==> src/rtl/id_hazard_ctrl.sv <==
// ID-stage hazard sequencer: per-register in-flight scoreboard, RAW stall,
// branch squash with optional multi-cycle flush hold, and a stall-cycle counter.
//   state    | meaning
//   ST_RUN   | normal issue; stalls on RAW hazard, squashes on taken branch
//   ST_FLUSH | extra squash cycles after a taken branch (FLUSH_CYCLES > 1)
module id_hazard_ctrl #(
    parameter int CNT_W        = 2,
    parameter int FLUSH_CYCLES = 1,
    parameter int ZERO_EXEMPT  = 1,
    parameter int PERF_W       = 16
) (
    input  logic              clk,
    input  logic              rst,
    input  logic              id_valid,
    input  logic [4:0]        id_src1,
    input  logic [4:0]        id_src2,
    input  logic              id_src2_used,
    input  logic              id_wb_en,
    input  logic [4:0]        id_dest,
    input  logic              wb_en,
    input  logic [4:0]        wb_dest,
    input  logic              branch_taken,
    output logic              freeze,
    output logic              bubble,
    output logic              flush,
    output logic              issue,
    output logic [PERF_W-1:0] stall_count,
    output logic              sb_error
);

    localparam logic [0:0] ST_RUN   = 1'b0;
    localparam logic [0:0] ST_FLUSH = 1'b1;
    localparam int FC_W = (FLUSH_CYCLES > 1) ? $clog2(FLUSH_CYCLES) : 1;
    localparam logic [FC_W-1:0]  FC_LOAD = FC_W'(FLUSH_CYCLES - 1);
    localparam logic [CNT_W-1:0] CNT_MAX = '1;

    logic [0:0]       state;
    logic [FC_W-1:0]  flush_cnt;
    logic [CNT_W-1:0] cnt     [32];
    logic [CNT_W-1:0] cnt_nxt [32];
    logic [31:0]      wb_hit;
    logic [31:0]      alloc;
    logic [31:0]      busy;
    logic             hazard;
    logic             stall_inc;
    logic             cnt_err;

    // A write-back in this cycle retires its producer before the consumer reads
    always_comb begin
        for (int r = 0; r < 32; r++) begin
            wb_hit[r] = wb_en && (wb_dest == 5'(r)) && !((ZERO_EXEMPT != 0) && (r == 0));
            busy[r]   = (cnt[r] != '0) && !((cnt[r] == CNT_W'(1)) && wb_hit[r]);
        end
    end

    assign hazard = id_valid && (busy[id_src1] || (id_src2_used && busy[id_src2]));

    always_comb begin
        freeze    = 1'b0;
        bubble    = 1'b1;
        flush     = 1'b0;
        issue     = 1'b0;
        stall_inc = 1'b0;
        if (rst) begin
            flush = 1'b1;
        end else begin
            case (state)
                ST_RUN: begin
                    if (branch_taken) begin
                        flush = 1'b1;
                    end else if (hazard) begin
                        freeze    = 1'b1;
                        stall_inc = 1'b1;
                    end else begin
                        issue  = id_valid;
                        bubble = ~id_valid;
                    end
                end
                default: flush = 1'b1;
            endcase
        end
    end

    always_comb begin
        cnt_err = 1'b0;
        for (int r = 0; r < 32; r++) begin
            alloc[r]   = issue && id_wb_en && (id_dest == 5'(r)) &&
                         !((ZERO_EXEMPT != 0) && (r == 0));
            cnt_nxt[r] = cnt[r];
            if (alloc[r] && !wb_hit[r]) begin
                if (cnt[r] == CNT_MAX) cnt_err = 1'b1;
                else                   cnt_nxt[r] = cnt[r] + CNT_W'(1);
            end else if (!alloc[r] && wb_hit[r]) begin
                if (cnt[r] == '0) cnt_err = 1'b1;
                else              cnt_nxt[r] = cnt[r] - CNT_W'(1);
            end
        end
    end

    always_ff @(posedge clk) begin
        if (rst) begin
            state       <= ST_RUN;
            flush_cnt   <= '0;
            stall_count <= '0;
            sb_error    <= 1'b0;
            for (int r = 0; r < 32; r++) cnt[r] <= '0;
        end else begin
            for (int r = 0; r < 32; r++) cnt[r] <= cnt_nxt[r];
            sb_error <= sb_error | cnt_err;
            if (stall_inc && (stall_count != {PERF_W{1'b1}}))
                stall_count <= stall_count + PERF_W'(1);
            case (state)
                ST_RUN: begin
                    if (branch_taken) begin
                        flush_cnt <= FC_LOAD;
                        state     <= (FLUSH_CYCLES > 1) ? ST_FLUSH : ST_RUN;
                    end
                end
                ST_FLUSH: begin
                    if (branch_taken) begin
                        flush_cnt <= FC_LOAD;
                    end else begin
                        flush_cnt <= flush_cnt - FC_W'(1);
                        if (flush_cnt <= FC_W'(1)) state <= ST_RUN;
                    end
                end
                default: state <= ST_RUN;
            endcase
        end
    end

endmodule
==> config.mk <==
export PLATFORM = sky130hd
export DESIGN_NAME = id_hazard_ctrl
export DESIGN_NICKNAME = d
export VERILOG_FILES = /design/src/rtl/id_hazard_ctrl.sv
export SDC_FILE = /design/constraint.sdc
export NUM_CORES = 1
export LEC_CHECK = 0
export ABC_AREA = 1
export CORE_MARGIN = 8
export CORE_UTILIZATION = 30
export DETAILED_ROUTE_END_ITERATION = 6
export MAX_ROUTING_LAYER = met4
export PLACE_DENSITY = 0.53
export SLEW_MARGIN = 20
export SYNTH_ARGS = -nofsm -noshare
export SYNTH_HDL_FRONTEND = slang
export SYNTH_SLANG_ARGS = --single-unit
==> constraint.sdc <==
create_clock -name clk -period 5.5 [get_ports clk]
set_input_delay 0.55 -clock clk [delete_from_list [all_inputs] [get_ports clk]]
set_output_delay 0.55 -clock clk [all_outputs]
set_load 0.1 [all_outputs]
Yosys cells after proc, flatten, opt, wreduce, memory -nomap -nowiden. Memory sizes are Yosys's and may differ from the RTL's. Index checks and enable logic that the tools add are counted.

Register bits after elaboration: 19. Bits in latches: 0. Bits in writable memories: 64. Memory bits (read-only): 0. Input bits: 27. Output and inout port bits: 21. Logic and storage cells: 888. Memories kept: 1.

Memory list: cnt (depth 32, bits a word 2, rd ports 32, clocked after memory_dff 0, write ports 32, line 39) `logic [CNT_W-1:0] cnt [32];`.

Add/subtract/negate cells: 64. $mul: 0. Div/mod/pow operators: 0. $lt $le $gt $ge: 3. Equal/unequal tests: 126. Shift-type cells: 0. Multiplexer cells: 308. Bitwise gates (word level): 35. Reductions and logical operators: 347.

Operators by type and width (number): $mux W2 (156); $logic_and A1 B1 Y1 (190); $eq A5 B5 Y1 const B (32); $mux W1 (148); $logic_not A1 Y1 (93); $eq A5 B4 Y1 const B (16); $reduce_bool A2 Y1 (32); $add A2 B1 Y2 const B (31); $eq A2 B1 Y1 const B (31); $eq A2 B2 Y1 const B (31); $logic_not A2 Y1 (31); $sub A2 B1 Y2 const B (31); $eq A5 B3 Y1 const B (8); $or A1 B1 Y1 (33); $eq A5 B2 Y1 const B (4); $add A16 B1 Y16 const B (1); $ne A16 B16 Y1 const B (1); $lt A5 B6 Y1 const B (2); $bmux W1 S5 (2); $eq A5 B1 Y1 const B (2); $pmux W1 S2 (2); $ne A2 B2 Y1 const B (1); $not A1 Y1 (2); $le A1 B1 Y1 const B (1); other kinds (2) (2).

Depth between registers and ports, before layout. Gate-level depths: netlist of the first run.

Word-level depth: 111. Gate-level depth with buffers: 24. Depth with buffers taken out: 23.

Least setup slack after synthesis of the first run. Ideal clock, no wire load.

Kind: input port to flip-flop. Start: input port wb_en. End: register sb_error. Library setup time: 0.115 ns. Data arrival time: 3.781 ns. Required time: 5.385 ns. Setup slack: 1.604 ns. Cell stages on the path: 23. Path buffers: 1. Path through: inv_1 > nor2_4 > buf_4 > nand3_1 > nand3_1 > nand3_1 > nand3_1 > nand3_1 > nand2_1 > nand2_1 > o21ai_4 > nand3_1 > nor2_1 > nand3_1 > nor2_1 > ha_1 > nor2_1 > nand2_1 > nand4_1 > a211oi_1 > nand4_1 > o21ai_0 > inv_1.

Cells in the longest elaborated chain, start to end: 110. Elaborated cells between the ends (all ways): 414. Those cells by class: 130 x mux; 1 x bitwise; 283 x reduce/logical.

RTL lines: start, declared (line 20) `input logic wb_en,`; $logic_and A1 B1 Y1 (line 51) `wb_hit[r] = wb_en && (wb_dest == 5'(r)) && !((ZERO_EXEMPT != 0) && (r == 0));`; $logic_and A1 B1 Y1 (line 52) `busy[r] = (cnt[r] != '0) && !((cnt[r] == CNT_W'(1)) && wb_hit[r]);`; $logic_not A1 Y1 (line 52); $logic_and A1 B1 Y1 (line 52); $bmux W1 S5 (line 56) `assign hazard = id_valid && (busy[id_src1] || (id_src2_used && busy[id_src2]));`; $mux W1 (implied by the code) (line 56); $logic_and A1 B1 Y1 (line 56); $logic_or A1 B1 Y1 (line 56); [94 not listed]; $mux W1 (line 90) `if (alloc[r] && !wb_hit[r]) begin`; $mux W1 (line 94) `if (cnt[r] == '0) cnt_err = 1'b1;`; $mux W1 (line 93) `end else if (!alloc[r] && wb_hit[r]) begin`; $mux W1 (line 90); $mux W1 (line 94); $mux W1 (line 93); $mux W1 (*) (line 90); $or A1 B1 Y1 (*) (line 109) `sb_error <= sb_error | cnt_err;`; end signal, assigned (line 109); end, declared (line 28) `output logic sb_error`.

Mark *: on every way between the ends. The rest lies on a longest branch, timed or not. The select of a mux whose other input is x is not followed. A chain may end at the register's enable or synchronous reset.

Worst setup path in the final report of the first run. Same ends and word-level chain as after synthesis.

==> results of run 1 <==
power by group:
part / switching, mW / internal (mW) / total (mW)
Combinational: 0.131 / 0.0514 / 0.182
Sequential: 0.00243 / 0.581 / 0.583
Clock: 0.294 / 0.361 / 0.655
state kept, by name (all words and copies together) (netlist names):
signal / count
stall_count: 16
sb_error: 1
cnt: 62
state: 1
critical path: stages:
cell and delay, ns:
clkdlybuf4s50_1 0.49, inv_1 0.07, nor2_4 0.40, nand3_1 0.26, nand3_1 0.12, nand3_1 0.11
nand3b_1 0.11, nand3_1 0.07, nand2_1 0.08, nand2_1 0.08, o21ai_4 0.11, nand4_4 0.16
nor2_4 0.41, nand2_1 0.15, inv_1 0.08, ha_1 0.22, nor2_1 0.08, nand2_1 0.07
nand4_1 0.23, a211oi_1 0.53, nand4_1 0.20, o21ai_0 0.19, inv_1 0.05
cells by family after synthesis:
logic type | Yosys count | synth area share (%)
fa+ha+maj | 156 | 24.1
buf+inv | 251 | 12.1
xor+xnor | 45 | 4.88
simple gates | 490 | 28.5
flops | 80 | 19.8
compound gates | 159 | 10.5
path summary, 6_finish.rpt:
check | start | end | slack (ns) | depth (start not counted)
setup / recovery | wb_en | sb_error | 0.89 | 23
hold reg to reg | state | state | 0.47 | 2
hold / removal | state | state | 0.47 | 2
setup reg to reg | cnt[0][7] | sb_error | 1.53 | 22
synthesized netlist by cell type, types with 11 or more instances:
| cell | n |
|---|---|
| xnor2_1 | 33 |
| nand4_1 | 27 |
| dfxtp_1 | 80 |
| nand2_1 | 131 |
| inv_2 | 13 |
| ha_1 | 156 |
| nor2_1 | 111 |
| inv_1 | 211 |
| clkbuf_1 | 13 |
| xor2_1 | 12 |
| nand3_1 | 163 |
| nand2_2 | 16 |
| nor3_1 | 11 |
| a21oi_1 | 84 |
| o21ai_0 | 60 |
layout make-up:
cell class	instances	area [um2]	area share, %
clock inverter	7	83.8	0.911
multi-input combinational	850	5500	59.7
timing repair buffer	53	518	5.63
inverter	226	851	9.24
sequential	80	1600	17.4
tap	341	427	4.63
clock buffer	9	225	2.45
per-layer routing:
layer	global-route usage (%)	routed length (um)
met1	21.8	12600
met2	26.0	11600
met3	3.37	1670
met4	6.25	790
met5	-	0
==> metrics, run 1 <==
P per Cell Area 154 nW/um2; Achievable Freq 0.217 GHz; row count 60; leak pwr a little under 4 nW; clk buf depth 2; DRT Pass-1 Iters 5; sequential area share after synthesis 19.8%; Detail Route Antenna Nets 0; # fillers 2,911; total core area ~27,000 um2; grt ovf 0; syn avg cell area 6.85 um2; maximum VDD drop 176 uV; largest net degree at the start of global routing 62; Post-DP Area 8900 um2; PortBufs 47; Syn-to-layout area delta 13.9%; clock skew 0.0163 ns; hpwl dp 21,800 um; Hold Path Class reg -> reg; post-synth top area share 24.1%; Slew @ Worst Pin roughly 1 ns; status finished, final reports clean; # diodes 0; Tot Pwr between 1 and 1.5 mW; kind of end point of the critical path flip-flop; Synth cell types 35; CP arrival 4.86 ns; Worst-path clk slew 0.07 ns; WHS around 0.47 ns; Synth Register Bits 80; ranking of synthesized cells by area ha_1, dfxtp_1, nand3_1; Die Span Y 180 um; post-CTS sizing 0; share of cells above drive strength 1 under 10%; Post-Synthesis Cells 1,181; CP required 5.75 ns; CTS tree done; synth warn 0; most common cell after layout, fill and taps aside inv_1; # setup viols final 0; Final Util 34.4%; Main synth FF type dfxtp_1; hold buffers post-CTS 0; RePlAce Congestion 0.995; clock root buffer clkbuf_16; Worst Setup Slack, final 0.894 ns; Cells after DPL 1,550; Worst-Skew Late Latency 0.37 ns; Layout Cells excl Fill 1,566; initial drt markers around 670; layout net count 1,403; drc violations 0; Post-CTS Repair Setup Buffers 0; Max-Cap Viols 0; Finished Cell Area about 9200 um2; clock sink count 80; crit path max fanout 17; area leader, netlist ha_1; cts bufs inserted 9; total die area 32,500 um2; period utilization 83.8%; crit start category input pin; minimum clock period 4.61 ns; max_slew headroom 34.7%; Post-Syn Area 8080 um2; initial antenna violation count 0; initial core utilization between 30 and 40%; syn_nets 1,364; EDFF count, synth 0; WS Path Type in -> reg; Async SR Flop Fraction 0%; GRT Total Usage between 10% and 20%; DP Worst Slack about 0.71 ns; WL/cell 17.0 um; Setup TNS 0 ns; Chip Width about 180 um; Post-Route WL 26,700 um; endpoints failing hold 0; commonest cells after routing, fill and taps aside inv_1, nand3_1, ha_1; vias in the first global route 7,422; Final Max Slew Viols 0; RSZ-0062 raised after global routing no; Via Count 7,694; number of H-tree levels 3; routed vias/inst 4.91; IO Pins 48; first-pass GRT wire length about 42,000 um
Power figures use the tool's default switching activity.
==> run 2, diff against run 1 <==
- clock period: 5.5 -> 4.4 ns (I/O delays scaled with it)
==> run 2 against run 1 <==
Worst hold slack worse by 0.0036 ns. Clock-buffer cell count unchanged. Clock power grew 27%. Via count up 2.1%. Wire length increased by 1.9%. Critical path type unchanged. Largest cell class unchanged.
==> metrics, run 2 (synthesis results as in run 1) <==
Biggest register cnt; Comb pwr share 13.5%; Post-DP Area 9140 um2; RSZ-0062 raised after global routing no; Largest regs cnt: 62 flops, stall_count: 16 flops; DP Worst Slack between 0.15 and 0.2 ns; crit start category input pin; period utilization about nine tenths; clock share of power 46.2%; most common cell after layout, fill and taps aside inv_1; Max-Cap Viols 0; Internal 1.25 mW; Tot Pwr 1.81 mW; worst hold start state; Cells after DPL 1,577; P per Cell Area 191 nW/um2; Hold Path Class reg -> reg; initial antenna violation count 0; endpoints failing hold 0; clock sink count 80; switching share of power 30.7%; first-pass GRT wire length 42,600 um; minimum clock period 3.99 ns; Worst-Skew Late Latency between 0.3 and 0.4 ns; Final Util 35.4%; hold buffers post-CTS 0; # setup viols final 0; Layout Cells excl Fill ~1,600; WL/cell about 17 um; commonest cells after routing, fill and taps aside inv_1, nand3_1, ha_1; share of cells above drive strength 1 7.91%; initial core utilization 30.2%; Post-CTS Repair Setup Buffers 0; IO Pins 48; number of H-tree levels 3; most frequent CP cell nand3_1; drc violations 0; WS Path Type in -> reg; clock skew approximately 0.0096 ns; P_sw about 0.55 mW; grt ovf 0; Worst-path clk slew roughly 0.070 ns; Via Count about 7,900; crit-path max cell delay 0.51 ns; maximum VDD drop 133 uV; hpwl dp 21,900 um; total core area 26,700 um2; PortBufs 47; routed vias/inst 4.93; Slew @ Worst Pin 0.983 ns; initial drt markers 532; Worst Setup Slack, final 0.412 ns; CP required 4.66 ns; CP cell instances clkdlybuf4s50_1 -> nand2_1 -> nor2_1 -> nand3_1 -> nand3_1 -> nand3_1 -> nand3_1 -> nand3_1 -> nand2_1 -> nand2_1 -> o21ai_4 -> nand3_1 -> nor2_1 -> nand3_1 -> nor2_1 -> ha_1 -> nor2_1 -> nand2_1 -> o211ai_1 -> a211oi_1 -> nand4_1 -> o21ai_0 -> inv_1; RePlAce Congestion 0.965; Crit-path slowest cell clkdlybuf4s50_1; Chip Width 180 um; Reg power frac 40.3%; DRT Pass-1 Iters 5; Post-Route WL 27,200 um; total die area 32,500 um2; vias in the first global route 7,619; CTS tree done; max_slew headroom 34.2%; Die Span Y roughly 180 um; flip-flop count of the largest register after layout 62; layout net count 1,430; clk buf depth 2; WHS between 0.4 and 0.5 ns; # diodes 0; Syn-to-layout area delta 16.9%; Detail Route Antenna Nets 0; Final Max Slew Viols 0; status finished, final reports clean; kind of end point of the critical path flip-flop; r2r startpoint cnt[0][16]; row count 60; post-CTS sizing 0; Achievable Freq 0.251 GHz; crit path from wb_dest[0]; crit path max fanout 5; CP arrival 4.25 ns; clock root buffer clkbuf_16; leak pwr 4.01 nW; Setup TNS 0 ns; largest net degree at the start of global routing 62; GRT Total Usage 17.1%; cts bufs inserted 9; Finished Cell Area 9450 um2
run 2: changes by cell type in the layout (fill, tap and decap cells not counted), sizes merged:
cell / previous run / this run
buf: 10 / 37
clkinv: 2 / 1
clkinvlp: 1 / 2
run 2: path summary, 6_finish.rpt:
path	slack, ns	end	cells past startpoint
setup / recovery	0.41	sb_error	23
hold / removal	0.46	state	2
setup reg to reg	0.89	sb_error	23
hold reg to reg	0.46	state	2
run 2: cell type report:
class / instances / area (um2)
Timing Repair Buffer: 80 / 758
Clock inverter: 7 / 85.1
Inverter: 226 / 851
Fill cell: 2898 / 17300
Tap cell: 341 / 427
Clock buffer: 9 / 225
Sequential cell: 80 / 1600
Multi-Input combinational cell: 850 / 5500
run 2: critical path: cells and delay by family:
kind            cells  cell delay, ns
fa+ha+maj           1            0.22
simple gates       16            2.26
compound gates      4            0.75
buf+inv             2            0.57
run 2: power groups by stage:
stage	Clock, mW	Sequential (mW)	Combinational, mW
floorplan	0	0.760	0.121
global placement	0	0.746	0.240
detailed placement	0	0.745	0.239
CTS	0.860	0.728	0.240
global route	0.881	0.729	0.260
finish	0.835	0.728	0.244
run 2: per-layer routing:
metal	vias to the layer above	GRT usage, %	share of wire [%]
li1	3956	-	-
met1	3612	21.8	46
met2	247	26.6	44
met3	39	3.55	7.1
met4	0	6.12	3.0
met5	-	-	0
==> run 3, diff against run 2 <==
- CTS_BUF_LIST: unset -> sky130_fd_sc_hd__clkbuf_16
==> results of run 3 <==
The final DEF is identical to that of run 2; final timing and power are the same.
